`src/rtl/fwrisc_prog_loader.sv`:
```
// fwrisc_prog_loader: turns a framed UART byte stream (sync, length, payload) into memory word writes.
// Define PROG_LOADER_CKSUM_EN to require a trailing checksum byte after the payload.
module fwrisc_prog_loader #(
  parameter int                DATA_W      = 32,
  parameter int                ADDR_W      = 12,
  parameter logic [ADDR_W-1:0] BASE_ADDR   = '0,
  parameter logic [7:0]        SYNC_BYTE   = 8'hA5,
  parameter int                TIMEOUT_CYC = 1000000
) (
  input  logic              sys_clk,
  input  logic              sys_rst,
  input  logic [7:0]        rx_data,
  input  logic              rx_valid,
  input  logic              restart,
  output logic              mem_we,
  output logic [ADDR_W-1:0] mem_addr,
  output logic [DATA_W-1:0] mem_wdata,
  output logic              program_receiving,
  output logic              program_done,
  output logic              program_ov,
  output logic              program_err,
  output logic              busy
);

  localparam int BYTES = DATA_W / 8;
  localparam int LW    = (BYTES > 1) ? $clog2(BYTES) : 1;
  localparam int TO_W  = $clog2(TIMEOUT_CYC + 1);
  localparam longint unsigned CAP = (64'd1 << ADDR_W) - 64'(BASE_ADDR);

  typedef enum logic [2:0] {
    IDLE,
    LEN_LO,
    LEN_HI,
    DATA,
`ifdef PROG_LOADER_CKSUM_EN
    CKSUM,
`endif
    DONE,
    ERR
  } state_t;

  state_t            state_q, state_d;
  logic [7:0]        lenLo_q, lenLo_d;
  logic [15:0]       rem_q, rem_d;
  logic [LW-1:0]     lane_q, lane_d;
  logic [ADDR_W-1:0] waddr_q, waddr_d;
  logic [DATA_W-1:0] asm_q, asm_d;
  logic [TO_W-1:0]   tmo_q, tmo_d;
  logic              done_q, done_d, ov_q, ov_d, err_q, err_d;
  logic              we_q, we_d, recv_q, recv_d;
  logic [ADDR_W-1:0] addr_q, addr_d;
  logic [DATA_W-1:0] wdata_q, wdata_d;
  logic [15:0]       len;
`ifdef PROG_LOADER_CKSUM_EN
  logic [7:0]        sum_q, sum_d;
`endif

  always_ff @(posedge sys_clk or posedge sys_rst) begin
    if (sys_rst) begin
      state_q <= IDLE;
      lenLo_q <= '0;
      rem_q   <= '0;
      lane_q  <= '0;
      waddr_q <= BASE_ADDR;
      asm_q   <= '0;
      tmo_q   <= '0;
      done_q  <= 1'b0;
      ov_q    <= 1'b0;
      err_q   <= 1'b0;
      we_q    <= 1'b0;
      recv_q  <= 1'b0;
      addr_q  <= BASE_ADDR;
      wdata_q <= '0;
`ifdef PROG_LOADER_CKSUM_EN
      sum_q   <= '0;
`endif
    end else begin
      state_q <= state_d;
      lenLo_q <= lenLo_d;
      rem_q   <= rem_d;
      lane_q  <= lane_d;
      waddr_q <= waddr_d;
      asm_q   <= asm_d;
      tmo_q   <= tmo_d;
      done_q  <= done_d;
      ov_q    <= ov_d;
      err_q   <= err_d;
      we_q    <= we_d;
      recv_q  <= recv_d;
      addr_q  <= addr_d;
      wdata_q <= wdata_d;
`ifdef PROG_LOADER_CKSUM_EN
      sum_q   <= sum_d;
`endif
    end
  end

  // Frame parser: restart beats any byte; inside a frame each idle cycle advances the timeout.
  always_comb begin
    state_d = state_q;
    lenLo_d = lenLo_q;
    rem_d   = rem_q;
    lane_d  = lane_q;
    waddr_d = waddr_q;
    asm_d   = asm_q;
    tmo_d   = tmo_q;
    done_d  = done_q;
    ov_d    = ov_q;
    err_d   = err_q;
    we_d    = 1'b0;
    recv_d  = 1'b0;
    addr_d  = addr_q;
    wdata_d = wdata_q;
    len     = {rx_data, lenLo_q};
`ifdef PROG_LOADER_CKSUM_EN
    sum_d   = sum_q;
`endif
    if (restart) begin
      state_d = IDLE;
      done_d  = 1'b0;
      ov_d    = 1'b0;
      err_d   = 1'b0;
      tmo_d   = '0;
    end else if (state_q == IDLE) begin
      if (rx_valid && rx_data == SYNC_BYTE) begin
        state_d = LEN_LO;
        recv_d  = 1'b1;
        lane_d  = '0;
        waddr_d = BASE_ADDR;
        tmo_d   = '0;
`ifdef PROG_LOADER_CKSUM_EN
        sum_d   = '0;
`endif
      end
    end else if (state_q != DONE && state_q != ERR) begin
      if (rx_valid) begin
        recv_d = 1'b1;
        tmo_d  = '0;
`ifdef PROG_LOADER_CKSUM_EN
        sum_d  = sum_q + rx_data;
`endif
        case (state_q)
          LEN_LO: begin
            lenLo_d = rx_data;
            state_d = LEN_HI;
          end
          LEN_HI: begin
            if ({48'd0, len} > CAP) begin
              state_d = ERR;
              ov_d    = 1'b1;
            end else if (len == 16'd0) begin
`ifdef PROG_LOADER_CKSUM_EN
              state_d = CKSUM;
`else
              state_d = DONE;
              done_d  = 1'b1;
`endif
            end else begin
              rem_d   = len;
              state_d = DATA;
            end
          end
          DATA: begin
            asm_d[lane_q*8 +: 8] = rx_data;
            if (lane_q == LW'(BYTES - 1)) begin
              lane_d  = '0;
              we_d    = 1'b1;
              addr_d  = waddr_q;
              wdata_d = asm_d;
              waddr_d = waddr_q + ADDR_W'(1);
              rem_d   = rem_q - 16'd1;
              if (rem_q == 16'd1) begin
`ifdef PROG_LOADER_CKSUM_EN
                state_d = CKSUM;
`else
                state_d = DONE;
                done_d  = 1'b1;
`endif
              end
            end else begin
              lane_d = lane_q + LW'(1);
            end
          end
`ifdef PROG_LOADER_CKSUM_EN
          CKSUM: begin
            if (sum_d == 8'd0) begin
              state_d = DONE;
              done_d  = 1'b1;
            end else begin
              state_d = ERR;
              err_d   = 1'b1;
            end
          end
`endif
          default: ;
        endcase
      end else if (tmo_q == TO_W'(TIMEOUT_CYC - 1)) begin
        state_d = ERR;
        err_d   = 1'b1;
      end else begin
        tmo_d = tmo_q + TO_W'(1);
      end
    end
  end

  assign mem_we            = we_q;
  assign mem_addr          = addr_q;
  assign mem_wdata         = wdata_q;
  assign program_receiving = recv_q;
  assign program_done      = done_q;
  assign program_ov        = ov_q;
  assign program_err       = err_q;
  assign busy              = (state_q != IDLE) && (state_q != DONE) && (state_q != ERR);

endmodule

```
`config.mk`:
```
export PLATFORM = sky130hd
export DESIGN_NAME = fwrisc_prog_loader
export DESIGN_NICKNAME = d
export VERILOG_FILES = /design/src/rtl/fwrisc_prog_loader.sv
export SDC_FILE = /design/constraint.sdc
export NUM_CORES = 1
export LEC_CHECK = 0
export CORE_ASPECT_RATIO = 1.4
export CORE_MARGIN = 2
export CORE_UTILIZATION = 40
export CTS_CLUSTER_DIAMETER = 80
export DETAILED_ROUTE_END_ITERATION = 8
export PLACE_DENSITY = 0.57
export SLEW_MARGIN = 10
export SYNTH_ARGS = -nofsm -noshare
export SYNTH_HDL_FRONTEND = slang
export SYNTH_SLANG_ARGS = --single-unit
export TNS_END_PERCENT = 100
```
`constraint.sdc`:
```
create_clock -name sys_clk -period 3.9 [get_ports sys_clk]
set_input_delay 0.39 -clock sys_clk [delete_from_list [all_inputs] [get_ports sys_clk]]
set_output_delay 0.39 -clock sys_clk [all_outputs]
set_load 0.01 [all_outputs]
```
== Word level (Yosys, flattened, before mapping) ==
Cells that the tools add are included.

* Output and inout port bits: 50
* Logic and storage cells: 144
* Bits of input ports: 12
* Flip-flop bits (word level): 142

* Add/subtract/negate cells: 5
* Bitwise gates (word level): 2
* Shift operators: 2
* Reduce and logical (&&, ||, !) cells: 31
* Mux-type cells: 65
* Eq/ne operators: 24
* Order comparisons: 1

{| class="wikitable"
|+ Operator list
! cell !! count
|-
| 2-to-1 mux 20 bit || 6
|-
| 2-to-1 mux 12 bit || 6
|-
| 2-to-1 mux 16 bit || 3
|-
| negator 5 -> 34 bit || 1
|-
| variable shift 8 x 34 -> 32 bit, first input constant || 1
|-
| indexed part select 8 x 34 -> 32 bit || 1
|-
| bitwise mux 32 bit || 1
|-
| one-hot mux 16 bit (2 select lines) || 1
|-
| 2-to-1 mux 1 bit || 30
|-
| 2-to-1 mux 3 bit || 10
|-
| adder 20 x 1 -> 20 bit, second input constant || 1
|-
| == test 20 bit, second input constant || 1
|-
| AND reduction 5 bit || 4
|-
| nonzero test 2 bit || 10
|-
| inequality test 3 bit, second input constant || 6
|-
| AND reduction 6 bit || 3
|-
| == test 16 x 1 -> 1 bit, second input constant || 1
|-
| > comparator 16 x 13 -> 1 bit, second input constant || 1
|-
| zero test 16 bit || 1
|-
| AND reduction 8 bit || 2
|-
| subtractor 16 x 1 -> 16 bit, second input constant || 1
|-
| adder 12 x 1 -> 12 bit, second input constant || 1
|-
| 2-to-1 mux 2 bit || 6
|-
| inequality test 5 bit, second input constant || 2
|-
| other kinds (19) || 30
|}

== Depth between registers and ports, before layout ==
Gate-level depths: netlist of run 1.

* Word-level depth: 8
* Depth in mapped cells: 9
* Depth with buffers taken out: 7

== Worst setup path after synthesis of run 1 ==
No wires, ideal clock.

* Path type: input-to-reg
* From: in rx_data[2]
* To: reg rem_q[1]
* Path slack: 1488 ps
* Setup time: 127 ps
* Data required time: 3773 ps
* Arrival time: 2285 ps
* Stages: 6
* Path buffers: 1
* Path through: or4_1 -> o31a_1 -> o41ai_4 -> and2_1 -> buf_4 -> mux2_1

* Word-level cells in the longest chain between the ends: 3
* Elaborated cells on any way between the ends: 5
* Classes of those cells: order compare (1); eq/ne (2); reduce/logical (2)

{| class="wikitable"
|+ Ends and longest elaborated chain
! what !! RTL line !! source
|-
| start: declaration || 12 || <nowiki>input logic [7:0] rx_data,</nowiki>
|-
| > comparator 16 x 13 -> 1 bit or zero test 16 bit (tied branches) || 148, 151 ||
|-
| inequality test 2 bit (no source line) || -- ||
|-
| AND reduction 8 bit (no source line) (*) || -- ||
|-
| end signal: assignment || 80 || <nowiki>rem_q <= rem_d;</nowiki>
|-
| end: declaration || 44 || <nowiki>logic [15:0] rem_q, rem_d;</nowiki>
|}

Every way passes the cells marked *; elsewhere a longest branch is shown, timed or not.
A chain may end at the register's enable or synchronous reset.

== Worst setup path in the final report of run 1 ==
* From: reg lenLo_q[6]
* To: reg rem_q[9]

* Word-level cells in the longest chain between the ends: 3
* Elaborated cells on any way between the ends: 5
* Classes of those cells: order compare (1); eq/ne (2); reduce/logical (2)

{| class="wikitable"
|+ Ends and longest elaborated chain
! what !! RTL line !! source
|-
| start: declaration || 43 || <nowiki>logic [7:0] lenLo_q, lenLo_d;</nowiki>
|-
| start signal: assignment || 79 || <nowiki>lenLo_q <= lenLo_d;</nowiki>
|-
| > comparator 16 x 13 -> 1 bit or zero test 16 bit (tied branches) || 148, 151 ||
|-
| inequality test 2 bit (no source line) || -- ||
|-
| AND reduction 8 bit (no source line) (*) || -- ||
|}

Marked as above.

==> results.md, run 1 <==
- Lkg Pwr: 3.632 nW
- Clk root buf: clkbuf_16
- Syn_nets: 709
- Vias per cell: 5.760
- DRT Pass-1 Iters: 5
- Final Skew: around 8.9 ps
- Layout cells sized above 1: 0.1146
- Worst-path fanout max: 12
- CTS sink count: 142
- RePlAce Congestion: between 0.8 and 0.9
- WL per Instance: around 18 um
- Initial Utilization: 0.4038
- Clock Tree Buf Depth: 2
- RR Startpoint: lenLo_q[6]$_DFFE_PP0P_
- Distinct cells, synth: 58
- I/O pins: 62
- Post-Syn Instances: 687
- Ys flop type: dfrtp_1
- Total power: 5.068 mW
- RSZ-0062 raised after global routing: false
- DRT antenna net count: 0
- Max Slew Vio Count: 0
- Port-buffer cells: 61
- Setup_tns: 0 ps
- Final hold slack: 266.9 ps
- Initial detailed-routing violation count: 370
- CTS Buf Count: 17
- Largest vdd supply drop: between 0.0002 and 0.0003 V
- Max incr delay on CP: 640 ps
- Cell Area, Synth: ~0.007 mm2
- Dpl hpwl: ~13000 um
- Post-synth EDFFs: 0
- Die X-Extent: 115.3 um
- CTS tree: built
- Simple-Gate Fraction of Synth Area: 0.1869
- Post-CTS Setup Bufs: 0
- Worst hold path class: in2async
- Critical path class: reg2reg
- Final net count: 777
- Post-Synth Adder-Cell Area: 0.01803
- Overall die height: 159.9 um
- Top cell type's share of synthesized area: 0.5120
- Clock network power share: 0.296
- Final Util: 0.4910
- Compound-Gate Fraction of Synth Area: 0.1936
- Placeable Area: between 0.015 and 0.02 mm2
- Net switching power: roughly 1.8 mW
- Vias after detailed routing: 5783
- Die area: 0.01844 mm2
- CP cell instances: or4_1, o31a_1, o41ai_4, buf_4, nand3_1, a22o_1
- Switching share of power: 0.3566
- Max-capacitance violation count: 0
- GRT Overall Usage: 0.2144
- Worst EP arrival: 2910 ps
- Antenna Cells: 0
- Syn_area_per_cell: 10.10 um2
- Vias in the first global route: 5836
- Post-CTS Resized: 0
- Row cnt: 57
- Crit start category: register
- Reg-to-Reg End: rem_q[9]$_DFFE_PP0P_
- Worst-skew pair later-pin latency: 430 ps
- Setup violators final: 0
- Synth area leader: dfrtp_1
- H-tree levels: 4
- Required @ worst endpoint: 4210 ps
- Initial antenna violation count: 0
- Buffers plus inverters on the worst setup path: 1
- Register area share after synthesis: 0.5120
- Synth Area in XOR/XNOR: 0.01388
- DRC: 0
- Largest family of logic cells by synthesized area: compound AO/OA/AOI/OAI gates
- Worst r2r path cells: 6
- Gr ovfl total: 0
- Cts hold-fix bufs: 0
- Synthesized flop and latch total: 142
- Post-synthesis mux area share: 0.03858
- Filler instances: 1612
- Crit share post-route: 0.6668
- P per Cell Area: 600.5 mW/mm2
- Reg2reg setup slack: 1300 ps
- CP delay by family, top: compound AO/OA/AOI/OAI gates
- CTS clk-pin slew, worst paths: 70 ps
- CP endpoint kind: register
- Seq pwr share: 0.408
- Largest net degree at the start of global routing: between 80 and 90
- Global-route wire length before repair: 31260 um
- Syn. warnings: 0
- Main area contributors after synthesis: dfrtp_1 51%, nor2_1 5.4%, a22o_1 4.3%, a221oi_1 4.0%, mux2_2 3.4%
- Ys async rst share: 1.000
- Crit path from: lenLo_q[6]$_DFFE_PP0P_
- Final Hold Vio Count: 0
- Least-Margin Pin Slew: 954.6 ps
- Tmin final: 2601 ps
- Int Power: 3.260 mW
- Area growth syn-to-layout: 21.60%
- Final WL: approximately 19000 um
- Fmax: 384.5 MHz
- Logic pwr share: 0.296
- Status: complete, no violations
- Slew HR: 0.3587
- Slowest CP cell: or4_1
worst max path at each step:
stage,to,cells past startpoint
finish,rem_q[9]$_DFFE_PP0P_,6
global route,state_q[1]$_DFFE_PP0P_,5
CTS,state_q[1]$_DFFE_PP0P_,5
global placement,rem_q[9]$_DFFE_PP0P_,7
detailed placement,rem_q[9]$_DFFE_PP0P_,7
floorplan,rem_q[1]$_DFFE_PP0P_,6
per-layer routing:
metal | GRT usage | vias to the layer above | wire length (um)
met2 | 0.3432 | 154 | 9358
met5 | 0 | - | 0
met3 | 0.04061 | 41 | 653
li1 | - | 2709 | -
met1 | 0.2869 | 2879 | 8057
met4 | 0.08160 | 0 | 473
worst reg2reg max path, cell delays in order, from the launching register on:
cell and delay [ps]:
dfrtp_1 420, or4_1 640, o31a_1 390, o41ai_4 420, buf_4 290, nand3_1 100, a22o_1 230
metrics by stage:
stage	worst slack, ps	cells	cell area [um2]
2_1_floorplan	1488	687	6944
3_3_place_gp	982.3	972	7903
3_5_place_dp	942.5	972	7903
4_1_cts	1282	1004	8439
5_1_grt	1142	1004	8439
6_report	1299	1004	8439
synth_stat cells, types with 2 or more instances:
library cell / n
nor2_1: 99
o2bb2ai_1: 5
nor3_1: 15
xor2_1: 10
ha_1: 10
nor4b_1: 2
or4bb_1: 2
o31ai_1: 14
a21o_1: 3
inv_1: 21
nand3_1: 18
nor3b_1: 2
or4_1: 12
nor4_1: 8
mux2i_1: 2
clkinv_1: 2
a22oi_1: 3
a211o_1: 3
and2_1: 12
dfrtp_1: 142
nand3b_1: 2
o22ai_1: 5
a21oi_1: 23
nand2b_1: 4
a2bb2oi_1: 2
and4_1: 6
buf_2: 13
or2_2: 3
nand2_1: 40
mux2_2: 21
a22o_1: 34
or3_1: 11
o21ai_0: 19
and3_1: 2
or4b_1: 2
o211ai_1: 8
clkbuf_1: 26
o31a_1: 3
a221oi_1: 32
a31oi_1: 12
nand4_1: 17
sequential cells by signal, summed over array words and instances (netlist names):
signal	flops
asm_q	32
lane_q	2
lenLo_q	8
mem_addr	12
mem_wdata	32
mem_we	1
program_done	1
program_err	1
program_ov	1
program_receiving	1
rem_q	16
state_q	3
tmo_q	20
waddr_q	12
logic make-up after synthesis:
| kind of cell | count (synthesis) |
|---|---|
| xor gates and xnor gates | 11 |
| DFF | 142 |
| and+or+nand+nor | 259 |
| buffers and inverters | 63 |
| adders and majority gates | 10 |
| AOI/OAI and AO/OA | 178 |
| muxes | 24 |
final cells by class:
class                   count  area, um2  share of cell area
clock buffers              18      429.2             0.05085
clock inverters            14      107.6             0.01275
inverters                  23      90.09             0.01067
multi-input cells         482       3131              0.3709
flip-flops and latches    142       3553              0.4211
well taps                 236      295.3             0.03499
repair buffers             89      833.3             0.09874
layout by cell type (no fill, tap or decap), types with 11 or more instances in the layout:
cell type | synthesis | routed
a31oi_1 | 12 | 12
o31ai_1 | 14 | 14
or3_1 | 11 | 11
or4_1 | 12 | 12
a21oi_1 | 23 | 23
o21ai_0 | 19 | 19
nand3_1 | 18 | 18
mux2_2 | 21 | 21
nor2_1 | 99 | 99
and2_1 | 12 | 12
a221oi_1 | 32 | 32
clkdlybuf4s50_1 | 0 | 61
nand4_1 | 17 | 17
nand2_1 | 40 | 40
nor3_1 | 15 | 15
inv_1 | 21 | 20
buf_4 | 1 | 27
clkbuf_16 | 0 | 17
a22o_1 | 34 | 34
dfrtp_1 | 142 | 142
power by group through the flow:
| stage | Combinational (mW) | Sequential, mW | Clock [mW] |
|---|---|---|---|
| floorplan | 0.915 | 2.02 | 0 |
| global placement | 1.47 | 2.07 | 0 |
| detailed placement | 1.50 | 2.09 | 0 |
| CTS | 1.51 | 2.06 | 1.53 |
| global route | 1.66 | 2.11 | 1.60 |
| finish | 1.50 | 2.07 | 1.50 |
Note: power is estimated with default switching activity, not from simulation.
==> run 2: changes to the inputs <==
--- a/config.mk
+++ b/config.mk
@@ -10,7 +10,7 @@
 export CORE_UTILIZATION = 40
 export CTS_CLUSTER_DIAMETER = 80
 export DETAILED_ROUTE_END_ITERATION = 8
-export PLACE_DENSITY = 0.57
+export PLACE_DENSITY = 0.55
 export SLEW_MARGIN = 10
 export SYNTH_ARGS = -nofsm -noshare
 export SYNTH_HDL_FRONTEND = slang
==> constraint.sdc (replaced) <==
create_clock -name sys_clk -period 2.6 [get_ports sys_clk]
set_input_delay 0.26 -clock sys_clk [delete_from_list [all_inputs] [get_ports sys_clk]]
set_output_delay 0.26 -clock sys_clk [all_outputs]
set_load 0.01 [all_outputs]
==> run 2 against run 1 <==
Effect of this change: routed wire length down 0.65%; flip-flop and latch count unchanged; clock skew shrank 1.5 ps; highest routed layer unchanged; global-route usage shrank 0.27 points; maximum frequency rose by 11%; largest power group unchanged; total power is 55% higher; setup slack got worse by 1000 ps; worst hold slack improved by 110 ps; critical path type unchanged; utilization rose by 1.3 points; critical path depth is the same; sequential share of layout area fell by 1.1 points.
==> results.md, run 2 (synthesis gave the netlist of run 1 again) <==
- CP endpoint kind: register (unchanged)
- Port-buffer cells: 61 (unchanged)
- Final Skew: 7.421 ps (was 8.940 ps)
- Layout cells sized above 1: 0.1394 (was 0.1146)
- Critical path class: reg2reg (unchanged)
- Dpl hpwl: 12680 um (was 12670 um)
- Initial Utilization: 0.4038 (unchanged)
- Fin worst setup slack: 255.3 ps (was 1299 ps)
- Least-Margin Pin Slew: 792.3 ps (was 954.6 ps)
- Vias in the first global route: 5929 (was 5836)
- Worst-path fanout max: 3 (was 12)
- Antenna Cells: 0 (unchanged)
- Worst-skew pair later-pin latency: 430 ps (about the same)
- Status: complete, no violations (unchanged)
- Worst hold path class: in2async (unchanged)
- Post-CTS Setup Bufs: 0 (unchanged)
- Vias per cell: 5.661 (was 5.760)
- Largest net degree at the start of global routing: 143 (was 84)
- Global-route wire length before repair: 30930 um (was 31260 um)
- CP cell instances: or4_1, o31a_1, buf_4, nor4_1, o31a_1, a2bb2oi_1 (was or4_1, o31a_1, o41ai_4, buf_4, nand3_1, a22o_1)
- Slowest CP cell: or4_1 (unchanged)
- Area growth syn-to-layout: 24.77% (was 21.60%)
- Worst EP arrival: 2680 ps (was 2910 ps)
- DRT Pass-1 Iters: 5 (unchanged)
- Slew HR: 0.4718 (was 0.3587)
- Vias after detailed routing: 5803 (was 5783)
- Most frequent cells in the layout: 142 x dfrtp_1, 99 x nor2_1, 61 x clkdlybuf4s50_1 (unchanged)
- Clk root buf: clkbuf_16 (unchanged)
- Cts hold-fix bufs: 0 (unchanged)
- Post-CTS Resized: 0 (unchanged)
- Lkg Pwr: 3.767 nW (was 3.632 nW)
- WL per Instance: 17.97 um (was 18.47 um)
- DRT antenna net count: 0 (unchanged)
- Die area: 0.01844 mm2 (unchanged)
- Commonest non-fill, non-tap cell in the layout: dfrtp_1 (unchanged)
- Reg2reg setup slack: 260 ps (was 1300 ps)
- Crit share post-route: 0.9018 (was 0.6668)
- Clock network power share: 0.308 (was 0.296)
- Filler instances: 1624 (was 1612)
- Seq pwr share: 0.392 (was 0.408)
- FF/Latch Area: 0.003553 mm2 (unchanged)
- Required @ worst endpoint: 2940 ps (was 4210 ps)
- Max Slew Vio Count: 0 (unchanged)
- H-tree levels: 4 (unchanged)
- Switching share of power: 0.3493 (was 0.3566)
- RSZ-0062 raised after global routing: false (unchanged)
- CTS Buf Count: 17 (unchanged)
- Net switching power: 2.752 mW (was 1.807 mW)
- Multi-input gate area: 0.003131 mm2 (unchanged)
- Row cnt: 57 (unchanged)
- Clock Tree Buf Depth: 2 (unchanged)
- I/O pins: 62 (unchanged)
- Logic pwr share: 0.300 (was 0.296)
- Overall die height: 159.9 um (unchanged)
- Setup violators final: 0 (unchanged)
- CP most frequent cell: o31a_1
- Die X-Extent: 115.3 um (unchanged)
- Final Hold Vio Count: 0 (unchanged)
- CTS clk-pin slew, worst paths: 70 ps (about the same)
- Max-capacitance violation count: 0 (unchanged)
- P per Cell Area: 910.0 mW/mm2 (was 600.5 mW/mm2)
- Placeable Area: 0.01719 mm2 (unchanged)
- Final net count: 798 (was 777)
- Setup_tns: 0 ps (unchanged)
- GRT Overall Usage: 0.2117 (was 0.2144)
- CTS tree: built (unchanged)
- Max incr delay on CP: 600 ps (was 640 ps)
- Initial detailed-routing violation count: 401 (was 370)
- Final WL: 18420 um (was 18540 um)
- Final cell count without fillers: 1025 (was 1004)
- Int Power: 5.128 mW (was 3.260 mW)
- CTS sink count: 142 (unchanged)
- RePlAce Congestion: 0.8774 (was 0.8912)
- Gr ovfl total: 0 (unchanged)
- Fmax: 426.5 MHz (was 384.5 MHz)
- Crit start category: register (unchanged)
- Largest vdd supply drop: 0.0004558 V (was 0.0002906 V)
- Placed cells: 993 (was 972)
- DRC: 0 (unchanged)
- Initial antenna violation count: 0 (unchanged)
- Total power: 7.880 mW (was 5.068 mW)
- DP Worst Slack: -26.88 ps (was 942.5 ps)
- Final hold slack: 380.8 ps (was 266.9 ps)
- Tmin final: 2345 ps (was 2601 ps)
==> run 2: power groups by stage <==
stage | clock network (mW) | logic (mW) | registers (mW)
floorplan | 0 | 1.37 | 3.04
global placement | 0 | 2.32 | 3.11
detailed placement | 0 | 2.37 | 3.12
CTS | 2.49 | 2.39 | 3.09
global route | 2.57 | 2.63 | 3.16
finish | 2.43 | 2.37 | 3.09
==> run 2: final timing paths <==
check,start,to,depth (start not counted)
worst max-delay path,lenLo_q[6]$_DFFE_PP0P_,state_q[1]$_DFFE_PP0P_,6
worst min-delay path,sys_rst,mem_addr[10]$_DFFE_PP0P_,3
worst max register to register,lenLo_q[6]$_DFFE_PP0P_,state_q[1]$_DFFE_PP0P_,6
worst min register to register,asm_q[27]$_DFFE_PP0P_,asm_q[27]$_DFFE_PP0P_,1
max in group asynchronous,sys_rst,asm_q[23]$_DFFE_PP0P_,3
min in group sys_clk,asm_q[27]$_DFFE_PP0P_,asm_q[27]$_DFFE_PP0P_,1
==> run 2: worst max-delay path, delay by kind of cell, from the launching register on <==
family / cells / cell delay [ps]
AOI/OAI and AO/OA: 3 / 700
DFF: 1 / 410
and+or+nand+nor: 2 / 980
buffers and inverters: 1 / 150
==> run 2: through the flow <==
step	util	cell area [um2]
finish	0.5038	8660
global route	0.5038	8660
CTS	0.5038	8660
global placement	0.4697	8073
detailed placement	0.4697	8073
floorplan	-	6944
==> run 2: cell type report <==
type	instances	share of cell area
inverter	23	0.01040
multi-input combinational	482	0.3615
clock buffer	18	0.05072
tap	236	0.03410
clock inverter	14	0.01705
sequential	142	0.4103
timing repair buffer	110	0.1159
==> run 2: layer usage <==
| metal | GRT usage | vias to the layer above | wire [um] | part of all wire |
|---|---|---|---|---|
| li1 | - | 2755 | - | - |
| met1 | 0.2837 | 2863 | 8190 | 0.44 |
| met2 | 0.3392 | 149 | 9085 | 0.49 |
| met3 | 0.03719 | 36 | 693 | 0.038 |
| met4 | 0.08324 | 0 | 452 | 0.025 |
| met5 | 0 | - | 0 | 0 |
